`src/rtl/alu_rs_scheduler.sv`:
```
`default_nettype none
// +----------------------------------------------------------------------------+
// | alu_rs_scheduler : ALU reservation station with CDB capture and issue      |
// | Optional: ALU_RS_AGE_SEL_EN selects oldest-ready instead of lowest index    |
// | Revision: 1.0                                                              |
// +----------------------------------------------------------------------------+
module alu_rs_scheduler #(
   parameter int RS_SIZE = 8,
   parameter int RS_BIT  = 3,
   parameter int ROB_BIT = 4
) (
   input  logic               clk_in,
   input  logic               rst_in,
   input  logic               rdy_in,
   input  logic               clear,
   input  logic               iss_valid,
   input  logic [2:0]         iss_op,
   input  logic               iss_op_addition,
   input  logic               iss_has_imm,
   input  logic [31:0]        iss_imm,
   input  logic [31:0]        iss_vj,
   input  logic [31:0]        iss_vk,
   input  logic               iss_qj_busy,
   input  logic               iss_qk_busy,
   input  logic [ROB_BIT-1:0] iss_qj,
   input  logic [ROB_BIT-1:0] iss_qk,
   input  logic [ROB_BIT-1:0] iss_rob_entry,
   output logic               full,
   input  logic               cdb_alu_valid,
   input  logic [ROB_BIT-1:0] cdb_alu_rob,
   input  logic [31:0]        cdb_alu_val,
   input  logic               cdb_lsb_valid,
   input  logic [ROB_BIT-1:0] cdb_lsb_rob,
   input  logic [31:0]        cdb_lsb_val,
   output logic               alu_valid,
   output logic [31:0]        alu_vi,
   output logic [31:0]        alu_vj,
   output logic [31:0]        alu_imm,
   output logic [2:0]         alu_op,
   output logic               alu_op_addition,
   output logic               alu_has_imm,
   output logic [ROB_BIT-1:0] alu_rob_entry
);

   logic [RS_SIZE-1:0] busy_q, busy_d;
   logic [2:0]         op_q      [RS_SIZE];
   logic [2:0]         op_d      [RS_SIZE];
   logic               op_add_q  [RS_SIZE];
   logic               op_add_d  [RS_SIZE];
   logic               has_imm_q [RS_SIZE];
   logic               has_imm_d [RS_SIZE];
   logic [31:0]        imm_q     [RS_SIZE];
   logic [31:0]        imm_d     [RS_SIZE];
   logic [31:0]        vj_q      [RS_SIZE];
   logic [31:0]        vj_d      [RS_SIZE];
   logic [31:0]        vk_q      [RS_SIZE];
   logic [31:0]        vk_d      [RS_SIZE];
   logic               qj_busy_q [RS_SIZE];
   logic               qj_busy_d [RS_SIZE];
   logic               qk_busy_q [RS_SIZE];
   logic               qk_busy_d [RS_SIZE];
   logic [ROB_BIT-1:0] qj_q      [RS_SIZE];
   logic [ROB_BIT-1:0] qj_d      [RS_SIZE];
   logic [ROB_BIT-1:0] qk_q      [RS_SIZE];
   logic [ROB_BIT-1:0] qk_d      [RS_SIZE];
   logic [ROB_BIT-1:0] rob_q     [RS_SIZE];
   logic [ROB_BIT-1:0] rob_d     [RS_SIZE];
`ifdef ALU_RS_AGE_SEL_EN
   logic [RS_BIT-1:0]  rank_q    [RS_SIZE];
   logic [RS_BIT-1:0]  rank_d    [RS_SIZE];
   logic [RS_BIT-1:0]  best_rank;
   logic [RS_BIT:0]    new_rank;
`endif

   logic               alu_valid_q, alu_valid_d;
   logic [31:0]        alu_vi_q, alu_vi_d;
   logic [31:0]        alu_vj_q, alu_vj_d;
   logic [31:0]        alu_imm_q, alu_imm_d;
   logic [2:0]         alu_op_q, alu_op_d;
   logic               alu_op_add_q, alu_op_add_d;
   logic               alu_has_imm_q, alu_has_imm_d;
   logic [ROB_BIT-1:0] alu_rob_q, alu_rob_d;

   logic [RS_SIZE-1:0] ready;
   logic [RS_BIT-1:0]  sel_idx, free_idx;
   logic               sel_found, free_found;
   logic [RS_BIT:0]    busy_cnt;

   // Returns {still_pending, value}; the ALU port wins when both ports match.
   function automatic logic [32:0] capture(input logic pend, input logic [ROB_BIT-1:0] tag,
                                           input logic [31:0] val);
      if (pend && cdb_alu_valid && cdb_alu_rob == tag) return {1'b0, cdb_alu_val};
      if (pend && cdb_lsb_valid && cdb_lsb_rob == tag) return {1'b0, cdb_lsb_val};
      return {pend, val};
   endfunction

   assign full = &busy_q;

   always_comb begin
      ready      = '0;
      sel_idx    = '0;
      sel_found  = 1'b0;
      free_idx   = '0;
      free_found = 1'b0;
      busy_cnt   = '0;
`ifdef ALU_RS_AGE_SEL_EN
      best_rank  = '0;
`endif
      for (int i = 0; i < RS_SIZE; i++) begin
         ready[i] = busy_q[i] && !qj_busy_q[i] && !qk_busy_q[i];
         busy_cnt = busy_cnt + {{RS_BIT{1'b0}}, busy_q[i]};
         if (!busy_q[i] && !free_found) begin
            free_idx   = RS_BIT'(i);
            free_found = 1'b1;
         end
`ifdef ALU_RS_AGE_SEL_EN
         if (ready[i] && (!sel_found || rank_q[i] < best_rank)) begin
            sel_idx   = RS_BIT'(i);
            best_rank = rank_q[i];
            sel_found = 1'b1;
         end
`else
         if (ready[i] && !sel_found) begin
            sel_idx   = RS_BIT'(i);
            sel_found = 1'b1;
         end
`endif
      end
   end

   always_comb begin
      busy_d        = busy_q;
      alu_valid_d   = alu_valid_q;
      alu_vi_d      = alu_vi_q;
      alu_vj_d      = alu_vj_q;
      alu_imm_d     = alu_imm_q;
      alu_op_d      = alu_op_q;
      alu_op_add_d  = alu_op_add_q;
      alu_has_imm_d = alu_has_imm_q;
      alu_rob_d     = alu_rob_q;
`ifdef ALU_RS_AGE_SEL_EN
      new_rank      = busy_cnt - {{RS_BIT{1'b0}}, sel_found};
`endif
      for (int i = 0; i < RS_SIZE; i++) begin
         op_d[i]      = op_q[i];
         op_add_d[i]  = op_add_q[i];
         has_imm_d[i] = has_imm_q[i];
         imm_d[i]     = imm_q[i];
         vj_d[i]      = vj_q[i];
         vk_d[i]      = vk_q[i];
         qj_busy_d[i] = qj_busy_q[i];
         qk_busy_d[i] = qk_busy_q[i];
         qj_d[i]      = qj_q[i];
         qk_d[i]      = qk_q[i];
         rob_d[i]     = rob_q[i];
`ifdef ALU_RS_AGE_SEL_EN
         rank_d[i]    = rank_q[i];
`endif
      end

      if (rdy_in) begin
         if (clear) begin
            busy_d      = '0;
            alu_valid_d = 1'b0;
         end else begin
            for (int i = 0; i < RS_SIZE; i++) begin
               if (busy_q[i]) begin
                  {qj_busy_d[i], vj_d[i]} = capture(qj_busy_q[i], qj_q[i], vj_q[i]);
                  {qk_busy_d[i], vk_d[i]} = capture(qk_busy_q[i], qk_q[i], vk_q[i]);
               end
            end

            alu_valid_d = sel_found;
            if (sel_found) begin
               alu_vi_d        = vj_q[sel_idx];
               alu_vj_d        = vk_q[sel_idx];
               alu_imm_d       = imm_q[sel_idx];
               alu_op_d        = op_q[sel_idx];
               alu_op_add_d    = op_add_q[sel_idx];
               alu_has_imm_d   = has_imm_q[sel_idx];
               alu_rob_d       = rob_q[sel_idx];
               busy_d[sel_idx] = 1'b0;
`ifdef ALU_RS_AGE_SEL_EN
               for (int i = 0; i < RS_SIZE; i++) begin
                  if (busy_q[i] && rank_q[i] > rank_q[sel_idx]) rank_d[i] = rank_q[i] - 1'b1;
               end
`endif
            end

            // The free slot is non-busy in registered state, so it never collides with sel_idx.
            if (iss_valid && !full) begin
               busy_d[free_idx]    = 1'b1;
               op_d[free_idx]      = iss_op;
               op_add_d[free_idx]  = iss_op_addition;
               has_imm_d[free_idx] = iss_has_imm;
               imm_d[free_idx]     = iss_imm;
               qj_d[free_idx]      = iss_qj;
               qk_d[free_idx]      = iss_qk;
               rob_d[free_idx]     = iss_rob_entry;
               {qj_busy_d[free_idx], vj_d[free_idx]} = capture(iss_qj_busy, iss_qj, iss_vj);
               {qk_busy_d[free_idx], vk_d[free_idx]} =
                  capture(iss_qk_busy && !iss_has_imm, iss_qk, iss_vk);
`ifdef ALU_RS_AGE_SEL_EN
               rank_d[free_idx]    = new_rank[RS_BIT-1:0];
`endif
            end
         end
      end
   end

   always_ff @(posedge clk_in or negedge rst_in) begin
      if (!rst_in) begin
         busy_q        <= '0;
         alu_valid_q   <= 1'b0;
         alu_vi_q      <= '0;
         alu_vj_q      <= '0;
         alu_imm_q     <= '0;
         alu_op_q      <= '0;
         alu_op_add_q  <= 1'b0;
         alu_has_imm_q <= 1'b0;
         alu_rob_q     <= '0;
         for (int i = 0; i < RS_SIZE; i++) begin
            op_q[i]      <= '0;
            op_add_q[i]  <= 1'b0;
            has_imm_q[i] <= 1'b0;
            imm_q[i]     <= '0;
            vj_q[i]      <= '0;
            vk_q[i]      <= '0;
            qj_busy_q[i] <= 1'b0;
            qk_busy_q[i] <= 1'b0;
            qj_q[i]      <= '0;
            qk_q[i]      <= '0;
            rob_q[i]     <= '0;
`ifdef ALU_RS_AGE_SEL_EN
            rank_q[i]    <= '0;
`endif
         end
      end else begin
         busy_q        <= busy_d;
         alu_valid_q   <= alu_valid_d;
         alu_vi_q      <= alu_vi_d;
         alu_vj_q      <= alu_vj_d;
         alu_imm_q     <= alu_imm_d;
         alu_op_q      <= alu_op_d;
         alu_op_add_q  <= alu_op_add_d;
         alu_has_imm_q <= alu_has_imm_d;
         alu_rob_q     <= alu_rob_d;
         for (int i = 0; i < RS_SIZE; i++) begin
            op_q[i]      <= op_d[i];
            op_add_q[i]  <= op_add_d[i];
            has_imm_q[i] <= has_imm_d[i];
            imm_q[i]     <= imm_d[i];
            vj_q[i]      <= vj_d[i];
            vk_q[i]      <= vk_d[i];
            qj_busy_q[i] <= qj_busy_d[i];
            qk_busy_q[i] <= qk_busy_d[i];
            qj_q[i]      <= qj_d[i];
            qk_q[i]      <= qk_d[i];
            rob_q[i]     <= rob_d[i];
`ifdef ALU_RS_AGE_SEL_EN
            rank_q[i]    <= rank_d[i];
`endif
         end
      end
   end

   assign alu_valid       = alu_valid_q;
   assign alu_vi          = alu_vi_q;
   assign alu_vj          = alu_vj_q;
   assign alu_imm         = alu_imm_q;
   assign alu_op          = alu_op_q;
   assign alu_op_addition = alu_op_add_q;
   assign alu_has_imm     = alu_has_imm_q;
   assign alu_rob_entry   = alu_rob_q;

endmodule
`default_nettype wire

```
`config.mk`:
```
export PLATFORM = sky130hd
export DESIGN_NAME = alu_rs_scheduler
export DESIGN_NICKNAME = d
export VERILOG_FILES = /design/src/rtl/alu_rs_scheduler.sv
export SDC_FILE = /design/constraint.sdc
export NUM_CORES = 2
export LEC_CHECK = 0
export CAP_MARGIN = 20
export CORE_AREA = 2 2 248 433
export DETAILED_ROUTE_END_ITERATION = 8
export DIE_AREA = 0 0 250 435
export GPL_ROUTABILITY_DRIVEN = 0
export GPL_TIMING_DRIVEN = 1
export PLACE_DENSITY = 0.74
export SYNTH_ARGS = -nofsm -noshare
export SYNTH_HDL_FRONTEND = slang
export SYNTH_SLANG_ARGS = --single-unit
```
`constraint.sdc`:
```
create_clock -name clk_in -period 2.8 [get_ports clk_in]
set_input_delay 0.42 -clock clk_in [delete_from_list [all_inputs] [get_ports clk_in]]
set_output_delay 0.42 -clock clk_in [all_outputs]
set_load 0.05 [all_outputs]
```
* After elaboration in Yosys (flattened, before gate mapping)
Index checks and enable logic that the tools add are counted.
** Storage, ports and cells
- Register bits after elaboration :: 1034
- Input bits :: 194
- Output and inout port bits :: 107
- Logic and storage cells :: 714
** Cells by class
- Order comparisons :: 7
- Equality and inequality tests :: 36
- Mux-type cells :: 419
- Bitwise logic cells :: 6
- Reductions and logical operators :: 149
** Operators by type and width (count)
- 2-to-1 mux 33 bit :: 78
- 2-to-1 mux 32 bit :: 55
- bitwise mux 256 bit :: 3
- 2-to-1 mux 256 bit :: 2
- binary-select mux 32 bit (select 3 bit) :: 3
- 2-to-1 mux 1 bit :: 235
- equality test 4 bit :: 36
- logical AND 1 bit :: 107
- bitwise mux 32 bit :: 3
- demux 32 bit (select 3 bit) :: 1
- 2-to-1 mux 8 bit :: 7
- 2-to-1 mux 3 bit :: 14
- logical NOT 1 bit :: 38
- bitwise mux 8 bit :: 4
- bitwise mux 24 bit :: 1
- binary-select mux 4 bit (select 3 bit) :: 1
- demux 4 bit (select 3 bit) :: 1
- 2-to-1 mux 4 bit :: 3
- binary-select mux 3 bit (select 3 bit) :: 1
- demux 1 bit (select 3 bit) :: 3
- demux 3 bit (select 3 bit) :: 1
- bitwise AND 8 bit :: 1
- greater-or-equal comparator 4 bit (second input constant) :: 2
- < comparator 3 x 4 -> 1 bit (second input constant) :: 2
- other kinds (11) :: 15

* Logic depth before layout (Yosys ltp)
- Depth in word-level cells :: 37
- Mapped depth :: 10

* Least setup slack after synthesis
OpenSTA, ideal clock, no wires.
- Kind :: in2reg
- Start :: input cdb_alu_rob[3]
- End :: register vj_q[133] in the netlist's numbering
- Setup time :: 111 ps
- Arrival :: 2325 ps
- Required time :: 2689 ps
- Path slack :: 364 ps
- Stages :: 10
- Path buffers :: 4
- Cells stage by stage :: buf_2 -> buf_2 -> xnor2_1 -> nand3_1 -> or2_2 -> buf_2 -> nand2_1 -> clkbuf_1 -> o22ai_1 -> a222oi_1
** Between the ends
- Longest elaborated chain between the ends :: 12
** RTL lines
- start: declaration :: RTL line 30 : input logic [ROB_BIT-1:0] cdb_alu_rob,
- equality test 4 bit :: RTL line 92 : if (pend && cdb_alu_valid && cdb_alu_rob == tag) return {1'b0, cdb_alu_val};
- logical AND 1 bit :: RTL line 92
- 2-to-1 mux 1 bit :: RTL line 92
- 2-to-1 mux 1 bit (on tied branches) :: RTL line 167, 191
- 2-to-1 mux 1 bit :: RTL line 162 : if (clear) begin
- 2-to-1 mux 1 bit :: RTL line 161 : if (rdy_in) begin
- 2-to-1 mux 33 bit :: RTL line 93 : if (pend && cdb_lsb_valid && cdb_lsb_rob == tag) return {1'b0, cdb_lsb_val};
- 2-to-1 mux 32 bit / 2-to-1 mux 33 bit (equally long branches) :: RTL line 167, 191
- 2-to-1 mux 32 bit / 2-to-1 mux 33 bit (equally long branches) :: RTL line 162
- 2-to-1 mux 32 bit / 2-to-1 mux 33 bit (equally long branches) :: RTL line 161
- bitwise mux 256 bit :: RTL line 200 : {qj_busy_d[free_idx], vj_d[free_idx]} = capture(iss_qj_busy, iss_qj, iss_vj);
- 2-to-1 mux 256 bit * :: RTL line 191 : if (iss_valid && !full) begin
- end signal: indexed assignment :: RTL line 253 : vj_q[i] <= vj_d[i];
- end: declaration :: RTL line 54 : logic [31:0] vj_q [RS_SIZE];
Mark *: on every way between the ends. The rest lies on a longest branch, timed or not. The select of a mux whose other input is x is not followed.
A chain may end at the register's enable or synchronous reset.

* Final worst setup path
- Start :: register qk_busy_q[3] in the netlist's numbering
- End :: register alu_imm_q[19] (netlist: alu_imm[19])
** Between the ends
- Longest elaborated chain between the ends :: 17
** RTL lines
- start: declaration :: RTL line 60 : logic qk_busy_q [RS_SIZE];
- start signal: indexed assignment :: RTL line 256 : qk_busy_q[i] <= qk_busy_d[i];
- logical NOT 1 bit * :: RTL line 110 : ready[i] = busy_q[i] && !qj_busy_q[i] && !qk_busy_q[i];
- logical AND 1 bit * :: RTL line 110
- logical AND 1 bit * :: RTL line 123 : if (ready[i] && !sel_found) begin
- 2-to-1 mux 1 bit :: RTL line 123
- logical NOT 1 bit :: RTL line 123
- logical AND 1 bit :: RTL line 123
- 2-to-1 mux 1 bit :: RTL line 123
- logical NOT 1 bit :: RTL line 123
- logical AND 1 bit :: RTL line 123
- 2-to-1 mux 1 bit :: RTL line 123
- logical NOT 1 bit :: RTL line 123
- logical AND 1 bit :: RTL line 123
- 2-to-1 mux 3 bit :: RTL line 123
- NOT 3 -> 4 bit (implied by the code) :: RTL line 177 : alu_imm_d = imm_q[sel_idx];
- binary-select mux 32 bit (select 3 bit) :: RTL line 177
- 2-to-1 mux 32 bit (implied by the code) (2 in series) :: RTL line 177
- end signal: assignment :: RTL line 243 : alu_imm_q <= alu_imm_d;
- end: declaration :: RTL line 78 : logic [31:0] alu_imm_q, alu_imm_d;
Marked as above.

==> out/results.ini <==
[outcome]
status = finished with violations
violations = DRC, setup timing

[floorplanning]
die_w_um = 250
initial_core_util_pct = 54.5
coreArea_um2 = 106000
die_area_um2 = 109000
rows = 158
die_h_um = 435
io-pin-count = 301

[global_route]
grt_pass1_vias = 59972
grt_use_met2_pct = 68.9
grt_max_degree = 137
grt_use_met3_pct = 19.5
grt_use_met1_pct = 51.3
antenna_found_initial = 43
grt_pass1_wl_um = 379000
grt_util_all_layers_pct = 46.7
grt_most_used_layer = met2
overflow = 0

[final_layout]
final_util_pct = 66.5
layout_common_cells = 1053 x nand2_1, 1032 x dfrtp_1, 548 x mux2i_1, 509 x nor2_1, 449 x buf_4
reg_top3 = imm_q (256), vj_q (256), vk_q (256)
fillers = 8380
areaGrowthSynthToFinish_pct = 22.0
final_nets = 6848
drive_gt1_share_pct = 14.5
layout_commonest_cell = nand2_1

[clock_network]
cts_buffers = 96
clockBufferDepth = 3
path_clk_slew_ns = 0.07
htree_levels = 3
cts_tree = yes
ctsRootBufferMaster = clkbuf_16
clk_latency_ns = 0.76
cts.sinks = 1034

[pwr]
powerDensity_nw_per_um2 = 831
vdd_ir_drop_max_mv = 0.784
p_leak_nw = 32.0

[timing]
slew_headroom_pct = 13.0
hold_violations = 0
max_freq_ghz = 0.349
setup-violations-final = 16
tightest_slew_ns = 1.30
fin_setup_tns_ns = -0.545
fin_crit_ns = 2.87
setup_slack_ns = -0.0658
holdWs_ns = 0.140
drv_slew = 0
fin_skew_ns = 0.0438
finalCritPeriodShare_pct = 102

[logic_synthesis]
ys_async_sr_fraction_pct = 100
synth_area_um2 = 57600
synth_cell_types = 67
avgSynthCellArea_um2 = 9.06
synth_ff_type = dfrtp_1
synth_warnings = 0
ys_seq_elements = 1034
syn_nets = 6546
synth_edf_count = 0
yosysSeqAreaShare_pct = 45.0
synthCells = 6352

[job]
drv_cap = 0

[route]
vias = 59682
vias_per_cell = 7.36
drcViolationCount = 103
drtIter0Drc = 10558
wl_per_cell_um = 32.0
drtPass1Iterations = 9
final_antenna_net_count = 0
wirelength_um = 260000

[placement]
hpwl_um = 158000
dp_slack_ns = -0.267
io_buffer_count = 300

[setup_path]
arrival_ns = 3.48
crit_path_end_kind = flip-flop
path_class = flip-flop to flip-flop
startpoint_type = flip-flop
critPathRequiredTime_ns = 3.42
cp_max_fo = 14

[min_path]
holdCritPathClass = primary input to async pin

## per-layer routing
| layer | share of wire, % | wire [um] |
|---|---|---|
| met1 | 31 | 81100 |
| met2 | 43 | 111000 |
| met3 | 15 | 38500 |
| met4 | 11 | 28400 |
| met5 | 0.14 | 373 |
## metrics by stage
step | power, mW | std cells | cell area (um2)
after floorplan | 34.6 | 6352 | 57600
after global routing | 60.1 | 8098 | 70200
after CTS | 56.4 | 8077 | 69700
after global placement | 42.0 | 7899 | 66400
after detailed placement | 42.5 | 7899 | 66400
final | 58.4 | 8113 | 70200
## report_power, final
| part | leakage, nW | internal [mW] | switching [mW] |
|---|---|---|---|
| Combinational | 18.3 | 10.1 | 13.4 |
| Sequential | 12.2 | 18.3 | 2.51 |
| Clock | 1.57 | 7.76 | 6.29 |
## cells by family after synthesis
kind of cell | count (synthesis) | synth area share [%]
and+or+nand+nor | 1879 | 13.3
AOI/OAI and AO/OA | 1630 | 21.7
buffers and inverters | 1099 | 7.88
DFF | 1034 | 45.0
muxes | 605 | 10.6
xor gates and xnor gates | 105 | 1.60
## cell usage after synthesis, types with 33 or more instances
cell      number  area [um2]
a222oi_1     113        1130
o21ai_0      104         521
nand2_1     1060        3980
a211oi_1     143        1070
xor2_1        36         315
nor3_1        84         420
nand3_1      108         541
o221ai_1      61         534
a221oi_1     234        2050
o22a_1       157        1380
mux2_2        51         574
inv_1        359        1350
buf_2         67         335
xnor2_1       69         604
buf_6         33         372
o21a_1        38         285
buf_1         99         372
dfrtp_1     1034       25900
clkbuf_1     525        1970
nor2_1       514        1930
mux2i_1      554        5550
a221o_1      108        1080
o22ai_1      407        2550
a31oi_1      115         719
## final cells by class
type / count / area, um2 / area share (%)
antenna: 20 / 50.0 / 0.0713
inverter: 360 / 1350 / 1.92
sequential: 1034 / 25900 / 36.9
multi-input combinational: 4219 / 27600 / 39.4
clock buffer: 129 / 2680 / 3.82
timing repair buffer: 943 / 10300 / 14.7
tap: 1360 / 1700 / 2.42
clock inverter: 48 / 573 / 0.816
## timing repair
item	CTS	global route
hold buffers	1	0
gates cloned	0	6
gates resized for setup	3	28
pin swaps	0	5
hold endpoints to repair	285	0
buffers inserted	0	10
endpoints found under the setup margin	2	77
## worst max-delay path: stages (launching register included)
cell       delay [ns]
dfrtp_2          0.52
nor3b_2          0.09
or4_4            0.57
o22ai_4          0.24
buf_12           0.18
buf_16           0.18
buf_16           0.19
clkbuf_16        0.23
mux2i_1          0.24
o22a_1           0.18
a31oi_1          0.08
## path summary, 6_finish.rpt
kind / startpoint / end / slack (ns) / cells after the start
setup / recovery: qk_busy_q[3] / alu_imm[19] / -0.07 / 10
hold / removal: rst_in / imm_q[233] / 0.14 / 2
setup reg to reg: qk_busy_q[3] / alu_imm[19] / -0.07 / 10
hold reg to reg: imm_q[48] / imm_q[48] / 0.47 / 2
max in group asynchronous: rst_in / imm_q[215] / 1.56 / 3
min in group clk_in: iss_imm[18] / imm_q[114] / 0.40 / 3
Note: power is estimated with default switching activity, not from simulation.
